## config.mk

```make
export PLATFORM = sky130hd
export DESIGN_NAME = simplecpu2_fetch
export DESIGN_NICKNAME = d
export VERILOG_FILES = /design/src/rtl/simplecpu2_pkg.sv /design/src/rtl/simplecpu2_fetch_fifo.sv /design/src/rtl/simplecpu2_fetch.sv
export SDC_FILE = /design/constraint.sdc
export NUM_CORES = 1
export LEC_CHECK = 0
export ABC_AREA = 1
export CAP_MARGIN = 30
export CORE_ASPECT_RATIO = 1.5
export CORE_MARGIN = 5
export CORE_UTILIZATION = 56
export DETAILED_ROUTE_END_ITERATION = 12
export PLACE_DENSITY = 0.93
export SLEW_MARGIN = 20
export SYNTH_ARGS = -nofsm -noshare
export SYNTH_HDL_FRONTEND = slang
export SYNTH_HIERARCHICAL = 1
export SYNTH_SLANG_ARGS = --single-unit
```

## constraint.sdc

```tcl
create_clock -name i_clk -period 9.35 [get_ports i_clk]
set_input_delay 1.87 -clock i_clk [delete_from_list [all_inputs] [get_ports i_clk]]
set_output_delay 1.87 -clock i_clk [all_outputs]
set_load 0.02 [all_outputs]
```

## src/rtl/simplecpu2_pkg.sv

```systemverilog
// simplecpu2 shared definitions.
// Provides the fetch datapath widths, the instruction opcode encoding and
// the fetch-stage state encoding used by the fetch top and its queue.
package simplecpu2_pkg;

    localparam int PC_W    = 10;
    localparam int INSTR_W = 16;

    typedef enum logic [3:0] {
        OP_LOAD  = 4'h0,
        OP_STORE = 4'h1,
        OP_ADD   = 4'h2,
        OP_LOADC = 4'h3,
        OP_SUBS  = 4'h4,
        OP_JMPZ  = 4'h5,
        OP_HALT  = 4'hF
    } opcode_e;

    typedef enum logic {
        ST_RUN  = 1'b0,
        ST_HALT = 1'b1
    } fetch_state_e;

endpackage

```

## src/rtl/simplecpu2_fetch_fifo.sv

```systemverilog
// Instruction queue for the simplecpu2 fetch stage.
// Holds {instruction, pc} pairs. The head is read straight from registered
// storage, so it stays stable while nothing is popped.
// Ports:
//   i_clk, i_rst_n   clock, async active-low reset
//   i_push, i_data   enqueue one entry
//   i_pop            dequeue the head
//   i_flush          drop all entries (wins over push)
//   o_head           current head entry
//   o_count          number of valid entries
//   o_full, o_empty  occupancy flags
module simplecpu2_fetch_fifo #(
    parameter int DEPTH  = 2,
    parameter int DATA_W = 26,
    parameter int PTR_W  = (DEPTH > 1) ? $clog2(DEPTH) : 1,
    parameter int CNT_W  = $clog2(DEPTH + 1)
) (
    input  logic              i_clk,
    input  logic              i_rst_n,
    input  logic              i_push,
    input  logic [DATA_W-1:0] i_data,
    input  logic              i_pop,
    input  logic              i_flush,
    output logic [DATA_W-1:0] o_head,
    output logic [CNT_W-1:0]  o_count,
    output logic              o_full,
    output logic              o_empty
);

    logic [DATA_W-1:0] r_mem [DEPTH];
    logic [PTR_W-1:0]  r_wr_ptr;
    logic [PTR_W-1:0]  r_rd_ptr;
    logic [CNT_W-1:0]  r_count;

    function automatic logic [PTR_W-1:0] ptr_inc(input logic [PTR_W-1:0] p);
        return (p == PTR_W'(DEPTH - 1)) ? '0 : p + PTR_W'(1);
    endfunction

    always_ff @(posedge i_clk or negedge i_rst_n) begin
        if (!i_rst_n) begin
            for (int i = 0; i < DEPTH; i++) r_mem[i] <= '0;
            r_wr_ptr <= '0;
            r_rd_ptr <= '0;
            r_count  <= '0;
        end else if (i_flush) begin
            r_wr_ptr <= '0;
            r_rd_ptr <= '0;
            r_count  <= '0;
        end else begin
            if (i_push) begin
                r_mem[r_wr_ptr] <= i_data;
                r_wr_ptr        <= ptr_inc(r_wr_ptr);
            end
            if (i_pop) r_rd_ptr <= ptr_inc(r_rd_ptr);
            case ({i_push, i_pop})
                2'b10:   r_count <= r_count + CNT_W'(1);
                2'b01:   r_count <= r_count - CNT_W'(1);
                default: r_count <= r_count;
            endcase
        end
    end

    assign o_head  = r_mem[r_rd_ptr];
    assign o_count = r_count;
    assign o_full  = (r_count == CNT_W'(DEPTH));
    assign o_empty = (r_count == '0);

endmodule

```

## src/rtl/simplecpu2_fetch.sv

```systemverilog
// simplecpu2 instruction fetch stage.
// Owns the PC, issues sequential reads to a synchronous instruction memory,
// queues returned words and hands them to execute over valid/ready. Taken
// jumps from execute redirect the PC and flush stale words; an opcode 4'hF
// word stops fetching until the next redirect.
// Ports:
//   i_clk, i_rst_n                 clock, async active-low reset
//   o_imem_ren, o_imem_addr        memory read request (combinational)
//   i_imem_rdata                   memory data, one cycle after request
//   o_instr_valid/o_instr/o_instr_pc, i_instr_ready   queue head handshake
//   i_redirect_valid, i_redirect_target               taken jump
//   o_pc                           next sequential fetch address
//   o_halted                       fetch stopped on a halt word
//
// state   | meaning
// ST_RUN  | fetching sequentially while queue credit allows
// ST_HALT | halt word seen; no reads until a redirect
module simplecpu2_fetch
    import simplecpu2_pkg::*;
#(
    parameter int PC_W    = simplecpu2_pkg::PC_W,
    parameter int INSTR_W = simplecpu2_pkg::INSTR_W,
    parameter int DEPTH   = 2
) (
    input  logic               i_clk,
    input  logic               i_rst_n,
    output logic               o_imem_ren,
    output logic [PC_W-1:0]    o_imem_addr,
    input  logic [INSTR_W-1:0] i_imem_rdata,
    output logic               o_instr_valid,
    output logic [INSTR_W-1:0] o_instr,
    output logic [PC_W-1:0]    o_instr_pc,
    input  logic               i_instr_ready,
    input  logic               i_redirect_valid,
    input  logic [PC_W-1:0]    i_redirect_target,
    output logic [PC_W-1:0]    o_pc,
    output logic               o_halted
);

    localparam int CNT_W  = $clog2(DEPTH + 1);
    localparam int DATA_W = INSTR_W + PC_W;

    fetch_state_e        r_state;
    logic                r_halted;
    logic [PC_W-1:0]     r_pc;
    logic                r_inflight;     // an unkilled read returns next cycle
    logic [PC_W-1:0]     r_inflight_pc;

    logic [DATA_W-1:0]   w_head;
    logic [CNT_W-1:0]    w_count;
    logic                w_full;
    logic                w_empty;
    logic                w_pop;
    logic                w_push;
    logic                w_halt_word;
    logic                w_issue;
    logic [CNT_W:0]      w_occupancy;

    assign w_pop = !w_empty && i_instr_ready;

    // Credit counts the queued words plus the one in flight, minus the one
    // leaving this cycle, so back-to-back issue is possible at DEPTH=2.
    assign w_occupancy = (CNT_W+1)'(w_count) + (CNT_W+1)'(r_inflight)
                         - (CNT_W+1)'(w_pop);

    assign w_push      = r_inflight && !i_redirect_valid && (!w_full || w_pop);
    assign w_halt_word = w_push &&
                         (opcode_e'(i_imem_rdata[INSTR_W-1 -: 4]) == OP_HALT);
    assign w_issue     = i_rst_n && (r_state == ST_RUN) && !i_redirect_valid &&
                         (w_occupancy < (CNT_W+1)'(DEPTH));

    // Request is combinational so a redirect reaches memory in its own cycle.
    assign o_imem_ren  = i_rst_n && (i_redirect_valid || w_issue);
    assign o_imem_addr = (i_rst_n && i_redirect_valid) ? i_redirect_target : r_pc;

    always_ff @(posedge i_clk or negedge i_rst_n) begin
        if (!i_rst_n) begin
            r_state       <= ST_RUN;
            r_halted      <= 1'b0;
            r_pc          <= '0;
            r_inflight    <= 1'b0;
            r_inflight_pc <= '0;
        end else if (i_redirect_valid) begin
            r_state       <= ST_RUN;
            r_halted      <= 1'b0;
            r_pc          <= i_redirect_target + PC_W'(1);
            r_inflight    <= 1'b1;
            r_inflight_pc <= i_redirect_target;
        end else begin
            if (w_issue) begin
                r_pc          <= r_pc + PC_W'(1);
                r_inflight    <= 1'b1;
                r_inflight_pc <= r_pc;
            end else begin
                r_inflight    <= 1'b0;
            end
            // The read issued alongside the halt word is discarded.
            if (w_halt_word) begin
                r_state    <= ST_HALT;
                r_halted   <= 1'b1;
                r_inflight <= 1'b0;
            end
        end
    end

    simplecpu2_fetch_fifo #(
        .DEPTH  (DEPTH),
        .DATA_W (DATA_W)
    ) u_fifo (
        .i_clk   (i_clk),
        .i_rst_n (i_rst_n),
        .i_push  (w_push),
        .i_data  ({i_imem_rdata, r_inflight_pc}),
        .i_pop   (w_pop),
        .i_flush (i_redirect_valid),
        .o_head  (w_head),
        .o_count (w_count),
        .o_full  (w_full),
        .o_empty (w_empty)
    );

    assign o_instr_valid = !w_empty;
    assign o_instr       = w_head[PC_W +: INSTR_W];
    assign o_instr_pc    = w_head[PC_W-1:0];
    assign o_pc          = r_pc;
    assign o_halted      = r_halted;

endmodule

```

==> key figures <==
Finish
  • Final Core Density: between 70% and 80%
  • Non-Filler Instances: 632
  • Share of cells above drive strength 1: 21.99%
  • Area growth, synth to finish: 22.36%
  • Most common cell after layout, fill and taps aside: nand2_1
  • Diodes inserted: 0
  • Commonest non-fill, non-tap cells in the layout: nand2_1 (119), clkdlybuf4s50_1 (77), dfrtp_1 (77)
  • Nets: 560

Placed design
  • Setup slack at placement: between 2 and 3 ns
  • Final Wtd Congestion: about 0.85
  • PortBufs: 78
  • HPWL after detailed placement: 5932 um
  • Placed Cells: ~600

Logic synthesis
  • Post-Syn Area per Cell: 9.167 um^2
  • Simple-Gate Fraction of Synth Area: between 10% and 20%
  • Yosys reg bits: 78
  • Synth unique cells: 29
  • Synth Cell Area: roughly 0.0042 mm^2
  • Cell count after synthesis: 456
  • Multiplexer share of the synthesized area: 7.812%
  • Synth warn: 6
  • Post-synth net total: 489
  • Seq/Total Area, Yosys: between 40% and 50%
  • Synth Area in XOR/XNOR: 0%
  • Largest family of logic cells by synthesized area: simple AND/OR/NAND/NOR gates
  • Post-synthesis compound-gate area fraction: 15.38%
  • Adder-cell share of the synthesized area: under 10%

Setup path
  • WP data required: 7.48 ns
  • Critical path capture point type: primary output
  • Worst Path Arrival: roughly 5 ns
  • Critical R2R Launch: u_fifo/o_count[1]$_DFFE_PN0P_
  • Crit Path Class: input port to primary output
  • Startpoint Class: input port
  • FF-to-FF path depth: 11
  • Reg-to-reg slack, setup: approximately 6.1 ns
  • Peak fanout along the critical path: 16
  • Worst reg2reg path endpoint: o_pc[0]$_DFFE_PN0P_

Timing
  • Fin crit share: 72.33%
  • Max Transition Viols Final: 0
  • Fmax: ~150 MHz
  • Final min period: between 6 and 7 ns
  • Setup TNS Final: 0 ns
  • Final worst setup slack: 2.587 ns
  • Slew @ Worst Pin: around 0.76 ns
  • Final setup violation count: 0
  • Final Skew: between 0.01 and 0.015 ns
  • RSZ-0062 raised after global routing: false
  • Slew margin rel.: between 40% and 50%
  • Final hold viol count: 0

Clocking
  • Clk root buf: clkbuf_8
  • Setup repair bufs after CTS: 0
  • Hold_buf cts: 0
  • Clk pin slew, worst setup/hold paths: around 0.07 ns
  • Worst-skew pair later-pin latency: about 0.34 ns
  • CTS Buffer Depth: 2
  • CTS Buf Count: 9
  • Total clock sinks: 78
  • CTS tree: built
  • CTS HTree Levels: 3
  • CTS resizes: 0

Hold path
  • Hold Path Class: register to register
  • Min-delay src: u_fifo/r_mem[10]$_DFFE_PN0P_
  • WHS Path Cells: 2
  • Hold Crit Endpoint: u_fifo/r_mem[10]$_DFFE_PN0P_

Drt
  • Vias per inst: 5.139
  • DRT iter0 DRCs: ~150
  • DRC Markers: 0
  • Drt wl/cell: approximately 14 um
  • Routed wire length: 8612 um
  • DR vias: about 3.2k
  • Routed Antenna Nets: 0
  • Drt first pass iters: 4

GRT
  • First-pass GRT wire length: between 10000 and 15000 um
  • Global-route usage over all layers: roughly a fifth
  • Congestion Overflow GR: 0
  • Initial antenna violation count: 0
  • Largest net degree at the start of global routing: 71
  • Number of global-route vias before repair: 3253

Pwr
  • Leak: about 0.0025 uW
  • VDD IR-drop max: 0.1862 mV
  • Power Dens Cells: between 300 and 400 mW/mm^2
  • Switch share: roughly two fifths
  • Int Power: about 950 uW
  • Overall power: roughly 1600 uW
  • Combinational share of power: 47.7%
  • Clock power share: 15.5%
  • Seq pwr share: 36.8%
  • Switching power: a little over 600 uW

Floorplan
  • Ports: between 70 and 80
  • Die Ht: between 100 and 150 um
  • Row cnt: 38
  • Core ar.: ~0.0073 mm^2
  • Initial Utilization: approximately 57%
  • Die W: 80.55 um
  • Die area: ~0.0093 mm^2

Run
  • Max-cap violations: 0

Run status
  • Status: complete, no violations
==> worst max-delay path: stages <==
cell and delay, ns:
clkdlybuf4s50_1 0.45, inv_1 0.04, nor2_1 0.28, ha_1 0.29, or2_2 0.30, fa_1 0.48
nand2_1 0.05, inv_1 0.08, nand3_2 0.29, nand2_1 0.15, clkdlybuf4s50_1 0.61
==> cell type report <==
cell class / instances / area (um^2)
Fill cell: 575 / 2160
Sequential cell: 78 / 1953
Multi-Input combinational cell: 298 / 1804
Timing Repair Buffer: 81 / 820.8
Inverter: 59 / 221.5
Clock buffer: 10 / 127.6
Tap cell: 100 / 125.1
Clock inverter: 6 / 62.56
==> power groups by stage <==
stage | logic, uW | clock network [uW] | registers, uW
3_5_place_dp | 744 | 0 | 575
2_1_floorplan | 486 | 0 | 560
3_3_place_gp | 723 | 0 | 564
4_1_cts | 749 | 246 | 570
6_report | 742 | 242 | 572
5_1_grt | 811 | 261 | 589
==> flip-flops by register name (all words and copies together), names as in the netlist <==
name             count
u_fifo/r_wr_ptr      1
r_inflight           1
u_fifo/o_count       2
o_halted             1
o_pc                10
r_inflight_pc       10
u_fifo/r_mem        52
u_fifo/r_rd_ptr      1
==> metal layers <==
metal / up-vias / routed length [um] / track usage (%)
met3: 9 / 390 / 4.277
li1: 1606 / - / -
met5: - / 0 / 0
met4: 0 / 109 / 5.862
met1: 1560 / 3664 / 23.95
met2: 73 / 4448 / 34.13
==> how the worst max path moves through the flow <==
stage	startpoint	to
floorplan	i_instr_ready	o_imem_ren
global placement	i_instr_ready	o_imem_ren
detailed placement	i_instr_ready	o_imem_ren
CTS	i_instr_ready	o_imem_ren
global route	i_instr_ready	o_imem_ren
finish	i_instr_ready	o_imem_ren
==> through the flow <==
stage / hold WS [ns] / instance area [um^2]
6_report: 0.4802 / 5115
5_1_grt: 0.4998 / 5115
4_1_cts: 0.4829 / 5087
3_5_place_dp: 0.4641 / 4897
3_3_place_gp: 0.4577 / 4896
2_1_floorplan: 0.4493 / 4180
==> synthesized netlist by cell type (all sizes together) <==
master  count  area [um^2]
nand3b      1        20.02
a22o        1        8.760
o21a        1        7.510
fa          1        20.02
nand4       3        18.77
buf        20        198.9
a31oi       1        6.260
a21oi      11        55.05
nor2       24        100.1
mux2       29        326.6
clkbuf      1        3.750
inv        59        221.5
o21ai      68        550.5
or2         1        6.260
nand3      30        172.7
nand2     123        471.7
a21boi      2        15.01
ha          2        25.02
dfrtp      78         1952
==> logic make-up after synthesis <==
family / count (synthesis)
fa+ha+maj: 3
buf+inv: 80
compound gates: 84
mux: 29
simple gates: 182
flops: 78
No activity file was read; power rests on OpenSTA's default activity.
